[src/rtl/axi_pack_strided_reader.sv]
// Strided reader on the packed (SSR) AXI read channel: one job descriptor -> packed AR bursts -> unpacked element stream.
// Latency: AR goes out the cycle after accept; elements are passed straight through from R (no added latency).
// Backpressure: R beats are held until their last used element is taken; AR is withheld while the burst FIFO is full.
//
// Ports:
//   clk_i, rst_ni                  clock, asynchronous active-low reset
//   desc_*                         job descriptor (valid/ready): addr, stride, size, num, signed
//   elem_o/_last_o/_valid_o/_ready_i   one element per cycle, right-aligned and extended to 64 bits
//   err_o                          sticky response error, cleared when the next descriptor is accepted
//   busy_o                         a job is in progress
//   axi_ssr_req_o / axi_ssr_rsp_i  packed AXI; only AR and R are used, b_ready tied high
// Build option: define AXI_PACK_READER_SIGN_EXT_EN to honour desc_signed_i (sign extension).

package axi_pack_pkg;
  localparam int unsigned AddrW = 48;
  localparam int unsigned DataW = 64;
  localparam int unsigned IdW   = 4;

  typedef logic [31:0] stride_t;

  typedef struct packed {
    logic [IdW-1:0]   id;
    logic [AddrW-1:0] addr;
    logic [7:0]       len;
    logic [2:0]       size;
    logic [1:0]       burst;
    stride_t          user;
  } ax_t;

  typedef struct packed {
    logic [DataW-1:0]   data;
    logic [DataW/8-1:0] strb;
    logic               last;
  } w_t;

  typedef struct packed {
    logic [IdW-1:0] id;
    logic [1:0]     resp;
  } b_t;

  typedef struct packed {
    logic [IdW-1:0]   id;
    logic [DataW-1:0] data;
    logic [1:0]       resp;
    logic             last;
  } r_t;

  typedef struct packed {
    ax_t  aw;
    logic aw_valid;
    w_t   w;
    logic w_valid;
    logic b_ready;
    ax_t  ar;
    logic ar_valid;
    logic r_ready;
  } axi_ssr_req_t;

  typedef struct packed {
    logic aw_ready;
    logic w_ready;
    b_t   b;
    logic b_valid;
    logic ar_ready;
    r_t   r;
    logic r_valid;
  } axi_ssr_rsp_t;
endpackage

module axi_pack_strided_reader #(
  parameter int unsigned AddrWidth      = 48,
  parameter int unsigned DataWidth      = 64,
  parameter int unsigned AxiIdWidth     = 4,
  parameter int unsigned MaxBurstBeats  = 16,
  parameter int unsigned NumOutstanding = 4,
  parameter type axi_ssr_req_t = axi_pack_pkg::axi_ssr_req_t,
  parameter type axi_ssr_rsp_t = axi_pack_pkg::axi_ssr_rsp_t
) (
  input  logic                   clk_i,
  input  logic                   rst_ni,
  input  logic                   desc_valid_i,
  output logic                   desc_ready_o,
  input  logic [AddrWidth-1:0]   desc_addr_i,
  input  axi_pack_pkg::stride_t  desc_stride_i,
  input  logic [2:0]             desc_size_i,
  input  logic [15:0]            desc_num_i,
  input  logic                   desc_signed_i,
  output logic [63:0]            elem_o,
  output logic                   elem_last_o,
  output logic                   elem_valid_o,
  input  logic                   elem_ready_i,
  output logic                   err_o,
  output logic                   busy_o,
  output axi_ssr_req_t           axi_ssr_req_o,
  input  axi_ssr_rsp_t           axi_ssr_rsp_i
);
  localparam int unsigned Bpb = DataWidth / 8;
  localparam int unsigned LW  = $clog2(Bpb);
  localparam int unsigned PW  = (NumOutstanding > 1) ? $clog2(NumOutstanding) : 1;
  localparam int unsigned CW  = $clog2(NumOutstanding + 1);

  typedef enum logic [1:0] {IDLE, ISSUE, DRAIN} state_e;

  state_e                 state_q, state_d;
  logic [AddrWidth-1:0]   cur_addr_q, cur_addr_d;
  logic [15:0]            remaining_q, remaining_d;
  logic [15:0]            num_q, ecnt_q, ecnt_d, bcnt_q, bcnt_d;
  logic [LW-1:0]          lane_q, lane_d;
  logic [1:0]             size_q;
  axi_pack_pkg::stride_t  stride_q;
  logic                   err_q, err_d;
`ifdef AXI_PACK_READER_SIGN_EXT_EN
  logic                   signed_q;
`endif

  // Burst-info FIFO: element count of each issued, not yet fully returned burst.
  logic [15:0]   fifo_q [NumOutstanding];
  logic [PW-1:0] wr_ptr_q, rd_ptr_q;
  logic [CW-1:0] cnt_q;
  logic          fifo_full, fifo_empty, push, pop;
  logic [15:0]   head;

  logic [31:0]          epb, max_burst, beats, log2_epb;
  logic [15:0]          burst_elems;
  logic [LW-1:0]        epb_m1, byte_off;
  logic [LW+2:0]        bit_off;
  logic [DataWidth-1:0] shifted;
  logic [63:0]          raw, ext;
  logic [AddrWidth-1:0] step;
  logic                 accept, ar_vld, ar_hs, burst_end, beat_end, el_hs, r_rdy;
  logic                 unused_sig;

  assign accept     = desc_valid_i & desc_ready_o;
  assign fifo_full  = (cnt_q == CW'(NumOutstanding));
  assign fifo_empty = (cnt_q == '0);
  assign head       = fifo_q[rd_ptr_q];

  // Burst sizing: at most MaxBurstBeats beats of EPB elements each.
  always_comb begin
    epb         = 32'(Bpb) >> size_q;
    log2_epb    = 32'(LW) - {30'd0, size_q};
    max_burst   = 32'(MaxBurstBeats) * epb;
    burst_elems = ({16'd0, remaining_q} < max_burst) ? remaining_q : max_burst[15:0];
    beats       = ({16'd0, burst_elems} + epb - 32'd1) >> log2_epb;
    epb_m1      = LW'(epb - 32'd1);
    step        = AddrWidth'(burst_elems) * AddrWidth'(stride_q);
  end

  // AR is only raised with FIFO room; once up, nothing but its own handshake can fill the FIFO, so it stays stable.
  assign ar_vld = (state_q == ISSUE) & ~fifo_full;
  assign ar_hs  = ar_vld & axi_ssr_rsp_i.ar_ready;

  // Unpack: the head burst's element counter decides where the beat (and burst) really ends.
  assign elem_valid_o = axi_ssr_rsp_i.r_valid & ~fifo_empty;
  assign burst_end    = ((bcnt_q + 16'd1) == head);
  assign beat_end     = (lane_q == epb_m1) | burst_end;
  assign el_hs        = elem_valid_o & elem_ready_i;
  assign r_rdy        = el_hs & beat_end;
  assign push         = ar_hs;
  assign pop          = el_hs & burst_end;

  always_comb begin
    byte_off = lane_q << size_q;
    bit_off  = {byte_off, 3'b000};
    shifted  = axi_ssr_rsp_i.r.data >> bit_off;
    raw      = shifted[63:0];
    case (size_q)
      2'd0:    ext = {56'd0, raw[7:0]};
      2'd1:    ext = {48'd0, raw[15:0]};
      2'd2:    ext = {32'd0, raw[31:0]};
      default: ext = raw;
    endcase
`ifdef AXI_PACK_READER_SIGN_EXT_EN
    if (signed_q) begin
      case (size_q)
        2'd0:    ext = {{56{raw[7]}}, raw[7:0]};
        2'd1:    ext = {{48{raw[15]}}, raw[15:0]};
        2'd2:    ext = {{32{raw[31]}}, raw[31:0]};
        default: ext = raw;
      endcase
    end
`endif
  end

  assign elem_o       = elem_valid_o ? ext : 64'd0;
  assign elem_last_o  = elem_valid_o & (ecnt_q == (num_q - 16'd1));
  assign desc_ready_o = (state_q == IDLE);
  assign busy_o       = (state_q != IDLE);
  assign err_o        = err_q;

  always_comb begin
    axi_ssr_req_o          = '0;
    axi_ssr_req_o.b_ready  = 1'b1;
    axi_ssr_req_o.ar.id    = '0;
    axi_ssr_req_o.ar.addr  = cur_addr_q;
    axi_ssr_req_o.ar.len   = 8'(beats - 32'd1);
    axi_ssr_req_o.ar.size  = {1'b0, size_q};
    axi_ssr_req_o.ar.burst = 2'b01;
    axi_ssr_req_o.ar.user  = stride_q;
    axi_ssr_req_o.ar_valid = ar_vld;
    axi_ssr_req_o.r_ready  = r_rdy;
  end

  always_comb begin
    state_d     = state_q;
    cur_addr_d  = cur_addr_q;
    remaining_d = remaining_q;
    lane_d      = lane_q;
    bcnt_d      = bcnt_q;
    ecnt_d      = ecnt_q;
    err_d       = err_q;
    case (state_q)
      IDLE: begin
        if (desc_valid_i) begin
          state_d     = ISSUE;
          cur_addr_d  = desc_addr_i;
          remaining_d = desc_num_i;
        end
      end
      ISSUE: begin
        if (ar_hs) begin
          cur_addr_d  = cur_addr_q + step;
          remaining_d = remaining_q - burst_elems;
          if (remaining_q == burst_elems) state_d = DRAIN;
        end
      end
      DRAIN: begin
        if (el_hs && elem_last_o) state_d = IDLE;
      end
      default: state_d = IDLE;
    endcase
    if (el_hs) begin
      ecnt_d = ecnt_q + 16'd1;
      lane_d = beat_end ? '0 : lane_q + 1'b1;
      bcnt_d = burst_end ? 16'd0 : bcnt_q + 16'd1;
    end
    // A beat must carry r.last exactly when it closes its burst.
    if (accept) begin
      ecnt_d = 16'd0;
      err_d  = 1'b0;
    end else if (r_rdy && ((axi_ssr_rsp_i.r.resp != 2'b00) || (axi_ssr_rsp_i.r.last != burst_end))) begin
      err_d = 1'b1;
    end
  end

  always_ff @(posedge clk_i or negedge rst_ni) begin
    if (!rst_ni) begin
      state_q     <= IDLE;
      cur_addr_q  <= '0;
      remaining_q <= '0;
      num_q       <= '0;
      ecnt_q      <= '0;
      bcnt_q      <= '0;
      lane_q      <= '0;
      size_q      <= '0;
      stride_q    <= '0;
      err_q       <= 1'b0;
      wr_ptr_q    <= '0;
      rd_ptr_q    <= '0;
      cnt_q       <= '0;
`ifdef AXI_PACK_READER_SIGN_EXT_EN
      signed_q    <= 1'b0;
`endif
    end else begin
      state_q     <= state_d;
      cur_addr_q  <= cur_addr_d;
      remaining_q <= remaining_d;
      ecnt_q      <= ecnt_d;
      bcnt_q      <= bcnt_d;
      lane_q      <= lane_d;
      err_q       <= err_d;
      if (accept) begin
        num_q    <= desc_num_i;
        size_q   <= desc_size_i[1:0];
        stride_q <= desc_stride_i;
`ifdef AXI_PACK_READER_SIGN_EXT_EN
        signed_q <= desc_signed_i;
`endif
      end
      if (push) wr_ptr_q <= (wr_ptr_q == PW'(NumOutstanding - 1)) ? '0 : wr_ptr_q + 1'b1;
      if (pop)  rd_ptr_q <= (rd_ptr_q == PW'(NumOutstanding - 1)) ? '0 : rd_ptr_q + 1'b1;
      if (push && !pop)      cnt_q <= cnt_q + 1'b1;
      else if (!push && pop) cnt_q <= cnt_q - 1'b1;
    end
  end

  always_ff @(posedge clk_i) begin
    if (push) fifo_q[wr_ptr_q] <= burst_elems;
  end

  assign unused_sig = ^{desc_signed_i, desc_size_i[2], axi_ssr_rsp_i, shifted};

endmodule

[config.mk]
export PLATFORM = sky130hd
export DESIGN_NAME = axi_pack_strided_reader
export DESIGN_NICKNAME = d
export VERILOG_FILES = /design/src/rtl/axi_pack_strided_reader.sv
export SDC_FILE = /design/constraint.sdc
export NUM_CORES = 1
export LEC_CHECK = 0
export CAP_MARGIN = 30
export CORE_MARGIN = 2
export CORE_UTILIZATION = 51
export CTS_BUF_LIST = sky130_fd_sc_hd__clkbuf_2
export CTS_CLUSTER_DIAMETER = 40
export DETAILED_ROUTE_END_ITERATION = 8
export PLACE_DENSITY = 0.78
export SYNTH_ARGS = -nofsm -noshare
export SYNTH_HDL_FRONTEND = slang
export SYNTH_SLANG_ARGS = --single-unit
export TNS_END_PERCENT = 1
[constraint.sdc]
create_clock -name clk_i -period 8.8 [get_ports clk_i]
set_input_delay 1.76 -clock clk_i [delete_from_list [all_inputs] [get_ports clk_i]]
set_output_delay 1.76 -clock clk_i [all_outputs]
set_load 0.05 [all_outputs]
## Word-level counts from Yosys, hierarchy flattened

Memory sizes are Yosys's and may differ from the RTL's.
Index checks and enable logic that the tools add are counted.

| cells by class | value |
|---|---|
| add/subtract/negate cells | 15 |
| multiply operators | 1 |
| $lt $le $gt $ge | 1 |
| equal/unequal tests | 16 |
| shifts and indexed selects | 4 |
| muxes and demuxes | 26 |
| bitwise gates (word level) | 11 |
| reductions and logical operators | 18 |

Operator list:

| kind | count |
|---|---|
| $pmux W64 S3 | 1 |
| $mux W16 | 6 |
| $mux W48 | 2 |
| $pmux W48 S2 | 1 |
| $mux W64 | 1 |
| $shr A64 B6 Y64 | 1 |
| $add A48 B48 Y48 | 1 |
| $eq A16 B16 Y1 | 3 |
| $mul A16 B32 Y48 | 1 |
| $add A16 B1 Y16 const B | 2 |
| $add A16 B32 Y32 | 1 |
| $lt A16 B32 Y1 | 1 |
| $pmux W16 S2 | 1 |
| $shr A32 B32 Y8 | 1 |
| $shr A4 B2 Y32 const A | 1 |
| $sub A32 B1 Y32 const B | 1 |
| $sub A16 B1 Y16 const B | 1 |
| $sub A16 B16 Y16 | 1 |
| $mux W2 | 6 |
| $reduce_bool A2 Y1 | 6 |
| $mux W3 | 3 |
| $and A1 B1 Y1 | 8 |
| $eq A2 B2 Y1 const B | 4 |
| $sub A8 B1 Y8 const B | 1 |
| other kinds (22) | 37 |

| word-level totals | value |
|---|---|
| register bits | 159 |
| memory bits (writable) | 64 |
| input bits | 186 |
| output and inout port bits | 341 |
| logic and storage cells | 106 |
| memories | 1 |

Memory list:

| memory | words | bits a word | rd ports | clocked after Yosys merged registers in | wr ports | RTL line | source |
|---|---|---|---|---|---|---|---|
| fifo_q | 4 | 16 | 1 | 0 | 1 | 117 | `logic [15:0] fifo_q [NumOutstanding];` |

## Depth between registers and ports, before layout

Gate-level depths: netlist of run 1.

| logic depth | value |
|---|---|
| depth in word-level cells | 8 |
| mapped depth | 36 |
| gate-level depth less buffers | 31 |

## Least setup slack after synthesis of run 1

No wires, ideal clock.

| path | value |
|---|---|
| kind | register to register |
| start point | register size_q[0] |
| end point | register cur_addr_q[45] |
| setup time | 140 ps |
| arrival time | 9115 ps |
| data required time | 8660 ps |
| path slack | -455 ps |
| cell stages (with the launch flop) | 35 |
| path buffers | 5 |
| period minus slack after synthesis | 9255 ps |
| cell sequence | dfrtp_1 -> clkbuf_1 -> inv_1 -> clkbuf_1 -> nand2_1 -> ha_1 -> a21o_1 -> a21o_1 -> a211oi_1 -> clkbuf_1 -> buf_2 -> nand2_1 -> clkinv_1 -> clkbuf_1 -> nand2_1 -> fa_1 -> inv_1 -> fa_1 -> inv_1 -> fa_1 -> inv_1 -> fa_1 -> fa_1 -> inv_1 -> fa_1 -> inv_1 -> ha_1 -> a21o_1 -> a2111oi_0 -> a211oi_1 -> a221o_1 -> o22a_1 -> a31o_2 -> a2111oi_0 -> nor4bb_1 |

| between the ends | value |
|---|---|
| word-level cells in the longest chain between the ends | 7 |

Ends and longest elaborated chain:

| element | RTL line | source |
|---|---|---|
| start, declared | 109 | `logic [1:0] size_q;` |
| start signal, assigned | 274 | `size_q <= desc_size_i[1:0];` |
| $shr A4 B2 Y32 | 140 | `epb = 32'(Bpb) >> size_q;` |
| $lt A16 B32 Y1 | 143 | `burst_elems = ({16'd0, remaining_q} < max_burst) ? remaining_q : max_burst[15:0];` |
| $mux W16 | 143 |  |
| net burst_elems[1] | 124 | `logic [15:0] burst_elems;` |
| $mul A16 B32 Y48 | 146 | `step = AddrWidth'(burst_elems) * AddrWidth'(stride_q);` |
| $add A48 B48 Y48 | 222 | `cur_addr_d = cur_addr_q + step;` |
| $mux W48 | 221 | `if (ar_hs) begin` |
| $pmux W48 S2 | 212 | `case (state_q)` |
| end signal, assigned | 266 | `cur_addr_q <= cur_addr_d;` |
| end, declared | 105 | `logic [AddrWidth-1:0] cur_addr_q, cur_addr_d;` |

The timed path passes the listed nets, and every way through them passes these cells. The select of a mux whose other input is x is not followed.
A chain may end at the register's enable or synchronous reset.

## Worst setup path in the final report of run 1

| path | value |
|---|---|
| start point | register size_q[0] |
| end point | register cur_addr_q[45] |

| between the ends | value |
|---|---|
| word-level cells in the longest chain between the ends | 7 |

Ends and longest elaborated chain:

| element | RTL line |
|---|---|
| $shr A4 B2 Y32 (*) | 140 |
| $lt A16 B32 Y1 | 143 |
| $mux W16 (*) | 143 |
| $mul A16 B32 Y48 (*) | 146 |
| $add A48 B48 Y48 (*) | 222 |
| $mux W48 (*) | 221 |
| $pmux W48 S2 (*) | 212 |

Mark *: on every way between the ends. The rest lies on a longest branch, timed or not. The select of a mux whose other input is x is not followed.

==> summary.txt, run 1 <==
Run status
  – Result of the run: finished clean

Floorplan
  – IO Pins: 527
  – Core region area: 60100 sq um
  – Number of placement rows: 90
  – Die Height: 250 um
  – Die footprint: 62600 sq um
  – Die W: 250 um
  – Initial core utilization: 51.4%

Pwr
  – Sequential fraction of design power: 9.9%
  – Static Leakage: 18.1 nW
  – Power consumption: 10.7 mW
  – Switching part of the total: 53.2%
  – IR drop worst, VDD: 0.000593 V
  – Switching power total: 5.71 mW
  – Logic gate share of total power: 81.8%
  – Part of the total power dissipated in the clock network: 8.3%
  – Internal power summed over all cells: 5.02 mW
  – Power Density: 294 nW/um^2

Yosys
  – Post-synth ARST share: 71.3%
  – Post-synthesis instance total: 3419
  – Part of the Yosys area used for sequential elements: 19.1%
  – Post-synth EDFFs: 64
  – Predominant post-synthesis flop cell: sky130_fd_sc_hd__dfrtp_1
  – Library cells used by synthesis: 82
  – Register bit count reported by yosys: 223
  – Count of warnings emitted by yosys: 0
  – Mean cell area of the mapped netlist: 9.04 sq um
  – Post-synthesis cell area: 30900 sq um

Placement
  – DPL Wire Length: 65500 um
  – Port Buffer Count: 331
  – Placed cell area: 35700 sq um
  – Placer's final routability congestion estimate: 0.960

Critical path
  – Worst reg2reg endpoint: cur_addr_q[45]
  – Delay contributed by the slowest stage of the critical path: 0.56 ns
  – Cell repeated most along the worst path: sky130_fd_sc_hd__fa_1
  – Number of gates on the worst path with buffers counted: 32
  – Dominant delay contributor by cell family on the critical path: adder cells
  – Critical path launch point type: register
  – Startpoint of the worst register-to-register path: size_q[0]
  – Cell with the biggest individual delay on the critical path: sky130_fd_sc_hd__fa_1
  – Start point of the critical path: size_q[0]
  – Bufs and invs on worst path: 9
  – Maximum fanout count along the critical path: 12
  – Setup slack of the most critical reg-to-reg path: 0.40 ns
  – Category of the most critical setup path: reg2reg
  – Data required time of the critical path: 9.76 ns
  – Worst Setup End Kind: register
  – Length in cells of the worst reg-to-reg path: 32
  – Worst path arrival time: 9.37 ns

Cells and area
  – Proportion of layout cells with a drive suffix above 1: 6.60%
  – Top library cells by usage in the layout, fill and taps aside: sky130_fd_sc_hd__inv_1, sky130_fd_sc_hd__nand2_1, sky130_fd_sc_hd__conb_1, sky130_fd_sc_hd__fa_1, sky130_fd_sc_hd__clkdlybuf4s50_1
  – Number of fill cells: 5125
  – Finished Cell Area: 36500 sq um
  – Area delta synth->final: 18.2%
  – Most common cell after layout, fill and taps aside: sky130_fd_sc_hd__inv_1
  – Number of nets at the end of the flow: 4840

Timing
  – Final period util: 95.5%
  – Total count of max-transition violations in the final report: 0
  – Fin crit period: 8.40 ns
  – Max Freq: 119 MHz
  – Slew headroom: 39.7%
  – Worst Max-Slew Pin Slew: 0.903 ns
  – Endpoints failing hold: 0
  – Setup clock skew after layout: 0.131 ns
  – Setup violators final: 0

Clock network
  – Clock edge transition at the registers on the reported setup and hold paths: 0.11 ns
  – TritonCTS clock tree: built
  – Clock latency on the worst-skew pair: 1.09 ns
  – Clock sink count: 223
  – Root buffer cell: sky130_fd_sc_hd__clkbuf_2
  – Clock buffers created by TritonCTS: 67
  – Buffer depth of the longest clock path: 3
  – H-tree depth: 3

Hold path
  – Worst hold endpoint: num_q[15]
  – Hold path start: num_q[15]
  – Hold Crit Depth: 2
  – Path category of the worst min-delay check: reg2reg

GRT
  – GRT Util Overall: 27.2%
  – Routing usage on met2: 43.1%
  – Global-route congestion overflow total: 0
  – Pin count of the biggest net entering global routing: 79
  – Grt peak-use layer: met2
  – Global-route met3 utilization: 5.24%
  – Antenna violations before repair: 3
  – Global routing met1 resource utilization: 38.0%
  – Global-route wire length before repair: 133000 um
  – Number of global-route vias before repair: 25102

Route
  – Overall routed net length: 84500 um
  – Number of iterations in the first detailed-routing pass: 7
  – Number of remaining DRC errors: 0
  – Antenna-violating nets left: 0
  – Average wire per standard cell: 17.3 um
  – Number of vias per cell after detailed routing: 5.12
  – Count of vias placed by the detailed router: 24964
  – Number of DRC markers after the initial detailed-route iteration: 1922

Flow run
  – Max-capacitance violation count: 0
through the flow:
| stage | hold slack (ns) | instances | worst slack (ns) | utilization [%] | setup TNS (ns) |
|---|---|---|---|---|---|
| finish | 0.506 | 4874 | 0.397 | 60.7 | 0 |
| CTS | 0.514 | 4861 | 0.186 | 60.4 | 0 |
| global placement | 0.484 | 4737 | 0.104 | 59.3 | 0 |
| global route | 0.561 | 4874 | -0.0190 | 60.7 | -0.0190 |
| floorplan | 0.461 | 3889 | 0.0457 | - | 0 |
| detailed placement | 0.494 | 4740 | -0.00935 | 59.3 | -0.0134 |
final cells by class:
type | instances | area (sq um) | share of cell area, %
Tap cell | 782 | 978 | 2.68
Antenna cell | 2 | 5.00 | 0.0137
Multi-Input combinational cell | 2670 | 22400 | 61.4
Clock buffer | 97 | 485 | 1.33
Inverter | 669 | 2510 | 6.87
Sequential cell | 223 | 5900 | 16.2
Clock inverter | 22 | 164 | 0.449
Timing Repair Buffer | 409 | 4070 | 11.1
repair_timing:
action                                  4_1_cts  5_1_grt
buffers inserted                              2        6
hold buffers                                  0        0
gates resized for setup                       0       16
endpoints found under the setup margin        1       15
pin swaps                                     1        3
cloned                                        0        4
power groups by stage:
stage               clock network, mW  logic [mW]  registers [mW]
finish                          0.890        8.78            1.06
global route                    0.961        9.78            1.06
CTS                             0.913        8.45            1.06
detailed placement                  0        8.37            1.08
global placement                    0        8.24            1.08
floorplan                           0        6.02            1.08
synthesized netlist by cell type, types with 19 or more instances:
cell / instances / area share, %
sky130_fd_sc_hd__nand2_1: 497 / 6.0
sky130_fd_sc_hd__nand3_1: 42 / 0.68
sky130_fd_sc_hd__xor2_1: 42 / 1.2
sky130_fd_sc_hd__buf_1: 26 / 0.32
sky130_fd_sc_hd__nor3_1: 27 / 0.44
sky130_fd_sc_hd__a31oi_1: 27 / 0.55
sky130_fd_sc_hd__edfxtp_1: 64 / 6.2
sky130_fd_sc_hd__nor2_1: 136 / 1.7
sky130_fd_sc_hd__xnor2_1: 65 / 1.8
sky130_fd_sc_hd__dfrtp_1: 159 / 13
sky130_fd_sc_hd__a21o_1: 39 / 0.95
sky130_fd_sc_hd__mux2i_1: 30 / 0.97
sky130_fd_sc_hd__fa_1: 467 / 30
sky130_fd_sc_hd__a211oi_1: 31 / 0.75
sky130_fd_sc_hd__and2_1: 109 / 2.2
sky130_fd_sc_hd__o21ai_0: 106 / 1.7
sky130_fd_sc_hd__mux4_2: 24 / 1.7
sky130_fd_sc_hd__ha_1: 147 / 6.0
sky130_fd_sc_hd__nand4_1: 19 / 0.38
sky130_fd_sc_hd__clkbuf_1: 109 / 1.3
sky130_fd_sc_hd__buf_4: 182 / 4.4
sky130_fd_sc_hd__a21oi_1: 134 / 2.2
sky130_fd_sc_hd__inv_1: 667 / 8.1
sky130_fd_sc_hd__and3_1: 45 / 0.91
logic make-up (layout without fill, tap and decap cells):
kind of cell               count (synthesis)  after routing  share of synthesized area, %
muxes                                     67             67                          3.58
xor gates and xnor gates                 109            109                          3.16
adders and majority gates                614            614                          36.2
other                                      2            474                        0.0243
and+or+nand+nor                          954            954                          14.1
DFF                                      223            223                          19.1
buffers and inverters                    998           1197                          14.6
AOI/OAI and AO/OA                        452            454                          9.16
how the worst max path moves through the flow:
stage                endpoint  slack [ns]
2_1_floorplan  cur_addr_q[45]        0.05
3_3_place_gp   cur_addr_q[47]        0.10
3_5_place_dp   cur_addr_q[47]      -0.009
4_1_cts        cur_addr_q[47]        0.19
5_1_grt        cur_addr_q[45]       -0.02
6_report       cur_addr_q[45]        0.40
sequential cells by signal, summed over array words and instances, names as in the netlist:
register and count:
num_q 16, ecnt_q 16, stride_q 32, state_q 2
cnt_q 3, cur_addr_q 48, fifo_q 64, remaining_q 16
rd_ptr_q 2, size_q 2, err_o 1, lane_q 3
wr_ptr_q 2, bcnt_q 16
tightest hold or removal path, cell delays in order, from the launching register on:
cell	delay, ns
sky130_fd_sc_hd__dfrtp_1	0.37
sky130_fd_sc_hd__nand2_1	0.06
sky130_fd_sc_hd__nand2_1	0.06
layer usage:
layer,wire (um),part of all wire (%)
met5,17,0.020
met4,2510,3.0
met3,7360,8.7
met2,39500,47
met1,35100,42
No activity file was read; power rests on OpenSTA's default activity.
==> run 2: changes to the inputs <==
==> constraint.sdc (replaced) <==
create_clock -name clk_i -period 7 [get_ports clk_i]
set_input_delay 1.4 -clock clk_i [delete_from_list [all_inputs] [get_ports clk_i]]
set_output_delay 1.4 -clock clk_i [all_outputs]
set_load 0.05 [all_outputs]
==> run 2 against run 1 <==
  * The flow now finishes with violations (negative setup slack)
  * Critical endpoint is now cur_addr_q[28]
  * Largest cell class unchanged
  * Setup slack got worse by 1.3 ns
  * Final cell count increased by 3.7%
  * Wire length increased by 4.4%
  * Non-clock buffer count increased by 171
==> summary.txt, run 2 (synthesis gave the netlist of run 1 again) <==
Critical path
  – Startpoint of the worst register-to-register path: size_q[0]
  – Category of the most critical setup path: reg2reg
  – Start point of the critical path: size_q[0]
  – Critical path launch point type: register
  – Delay contributed by the slowest stage of the critical path: 0.55 ns
  – Cell with the biggest individual delay on the critical path: sky130_fd_sc_hd__fa_1
  – Setup slack of the most critical reg-to-reg path: -0.87 ns
  – Dominant delay contributor by cell family on the critical path: adder cells
  – Length in cells of the worst reg-to-reg path: 34
  – Worst Setup End Kind: register
  – Bufs and invs on worst path: 12
  – Cell repeated most along the worst path: sky130_fd_sc_hd__fa_1
  – Data required time of the critical path: 7.89 ns
  – Number of gates on the worst path with buffers counted: 34
  – Worst reg2reg endpoint: cur_addr_q[28]
  – Maximum fanout count along the critical path: 6
  – Worst path arrival time: 8.76 ns

Timing
  – Worst setup margin: -0.870 ns
  – Unrepaired setup endpoints after global routing: true
  – Fin crit period: 7.87 ns
  – Worst Max-Slew Pin Slew: 1.05 ns
  – Endpoints failing hold: 0
  – Total count of max-transition violations in the final report: 0
  – Setup violators final: 41
  – Setup TNS after final layout: -22.28 ns
  – Setup clock skew after layout: 0.116 ns
  – Final period util: 112%
  – Slew headroom: 29.9%
  – Max Freq: 127 MHz

Cells and area
  – Post-route core utilization: 64.8%
  – Number of flip-flops under the largest register name: 64
  – Area delta synth->final: 26.1%
  – Most common cell after layout, fill and taps aside: sky130_fd_sc_hd__inv_1
  – Number of nets at the end of the flow: 5013
  – Proportion of layout cells with a drive suffix above 1: 13.2%
  – Top library cells by usage in the layout, fill and taps aside: sky130_fd_sc_hd__inv_1, sky130_fd_sc_hd__nand2_1, sky130_fd_sc_hd__conb_1, sky130_fd_sc_hd__fa_1, sky130_fd_sc_hd__clkdlybuf4s50_1
  – Top reg by flops: fifo_q
  – Biggest registers after layout: fifo_q: 64 flops, cur_addr_q: 48 flops, stride_q: 32 flops

Clock network
  – TritonCTS clock tree: built
  – Buffer depth of the longest clock path: 3
  – Clock edge transition at the registers on the reported setup and hold paths: 0.10 ns
  – Clock latency on the worst-skew pair: 1.09 ns
  – Root buffer cell: sky130_fd_sc_hd__clkbuf_2
  – Clock sink count: 223
  – H-tree depth: 3
  – Cts hold-fix bufs: 0
  – Clock buffers created by TritonCTS: 69

Route
  – Count of vias placed by the detailed router: 25907
  – Overall routed net length: 88200 um
  – Average wire per standard cell: 17.5 um
  – Antenna-violating nets left: 0
  – Number of DRC markers after the initial detailed-route iteration: 2003
  – Number of remaining DRC errors: 0
  – Number of iterations in the first detailed-routing pass: 7
  – Number of vias per cell after detailed routing: 5.13

Run status
  – Violations in the final reports: negative setup slack
  – Result of the run: complete, but fails checks

GRT
  – Global-route wire length before repair: 141000 um
  – Antenna violations before repair: 3
  – Number of global-route vias before repair: 26662
  – Pin count of the biggest net entering global routing: 99
  – GRT Util Overall: 28.9%
  – Global-route congestion overflow total: 0

Floorplan
  – Initial core utilization: 51.4%
  – Die W: 250 um
  – Number of placement rows: 90
  – Die Height: 250 um
  – IO Pins: 527
  – Core region area: 60100 sq um
  – Die footprint: 62600 sq um

Placement
  – Pre-CTS worst setup slack: -1.07 ns
  – Placer's final routability congestion estimate: 0.936
  – DPL Wire Length: 67900 um
  – Port Buffer Count: 331

Hold path
  – Path category of the worst min-delay check: in2async

Flow run
  – Max-capacitance violation count: 0

Pwr
  – Static Leakage: 19.2 nW
  – IR drop worst, VDD: 0.000828 V
  – Power Density: 447 nW/um^2
-- run 2: power breakdown --
group / internal (mW) / leakage (nW) / switching, mW
logic: 7.18 / 16.1 / 7.78
registers: 1.34 / 2.65 / 0
clock network: 0.434 / 0.500 / 0.700
-- run 2: through the flow --
| stage | power [mW] | hold WS, ns | instances | cell area (sq um) |
|---|---|---|---|---|
| 2_1_floorplan | 9.33 | 0.461 | 3889 | 32900 |
| 3_3_place_gp | 14.0 | 0.482 | 4883 | 37000 |
| 3_5_place_dp | 14.1 | 0.486 | 4887 | 37000 |
| 4_1_cts | 16.7 | 0.364 | 5049 | 38800 |
| 5_1_grt | 18.9 | 0.0388 | 5053 | 39000 |
| 6_report | 17.4 | 0.154 | 5053 | 39000 |
-- run 2: cell type report --
cell class	instances	area [sq um]
fill	4798	21200
antenna	2	5.00
sequential	223	5900
clock buffer	96	480
clock inverter	31	200
multi-input combinational	2670	23100
tap	782	978
inverter	669	2510
timing repair buffer	580	5730
-- run 2: layer usage --
layer / share of wire (%) / routed length [um] / global-route usage [%]
met5: 0.018 / 16 / 0
met2: 48 / 42100 / 47.2
met1: 40 / 35200 / 38.4
met4: 3.6 / 3220 / 10.4
met3: 8.7 / 7660 / 5.64
-- run 2: what timing repair did --
action	4_1_cts	5_1_grt
gates resized for setup	126	37
pin swaps	104	14
setup endpoints to repair	46	46
gates cloned	8	0
buffers inserted	27	1
-- run 2: worst max path at each step --
stage                           to
finish              cur_addr_q[28]
detailed placement  cur_addr_q[45]
CTS                 cur_addr_q[45]
global placement    cur_addr_q[46]
floorplan           cur_addr_q[45]
global route        cur_addr_q[46]
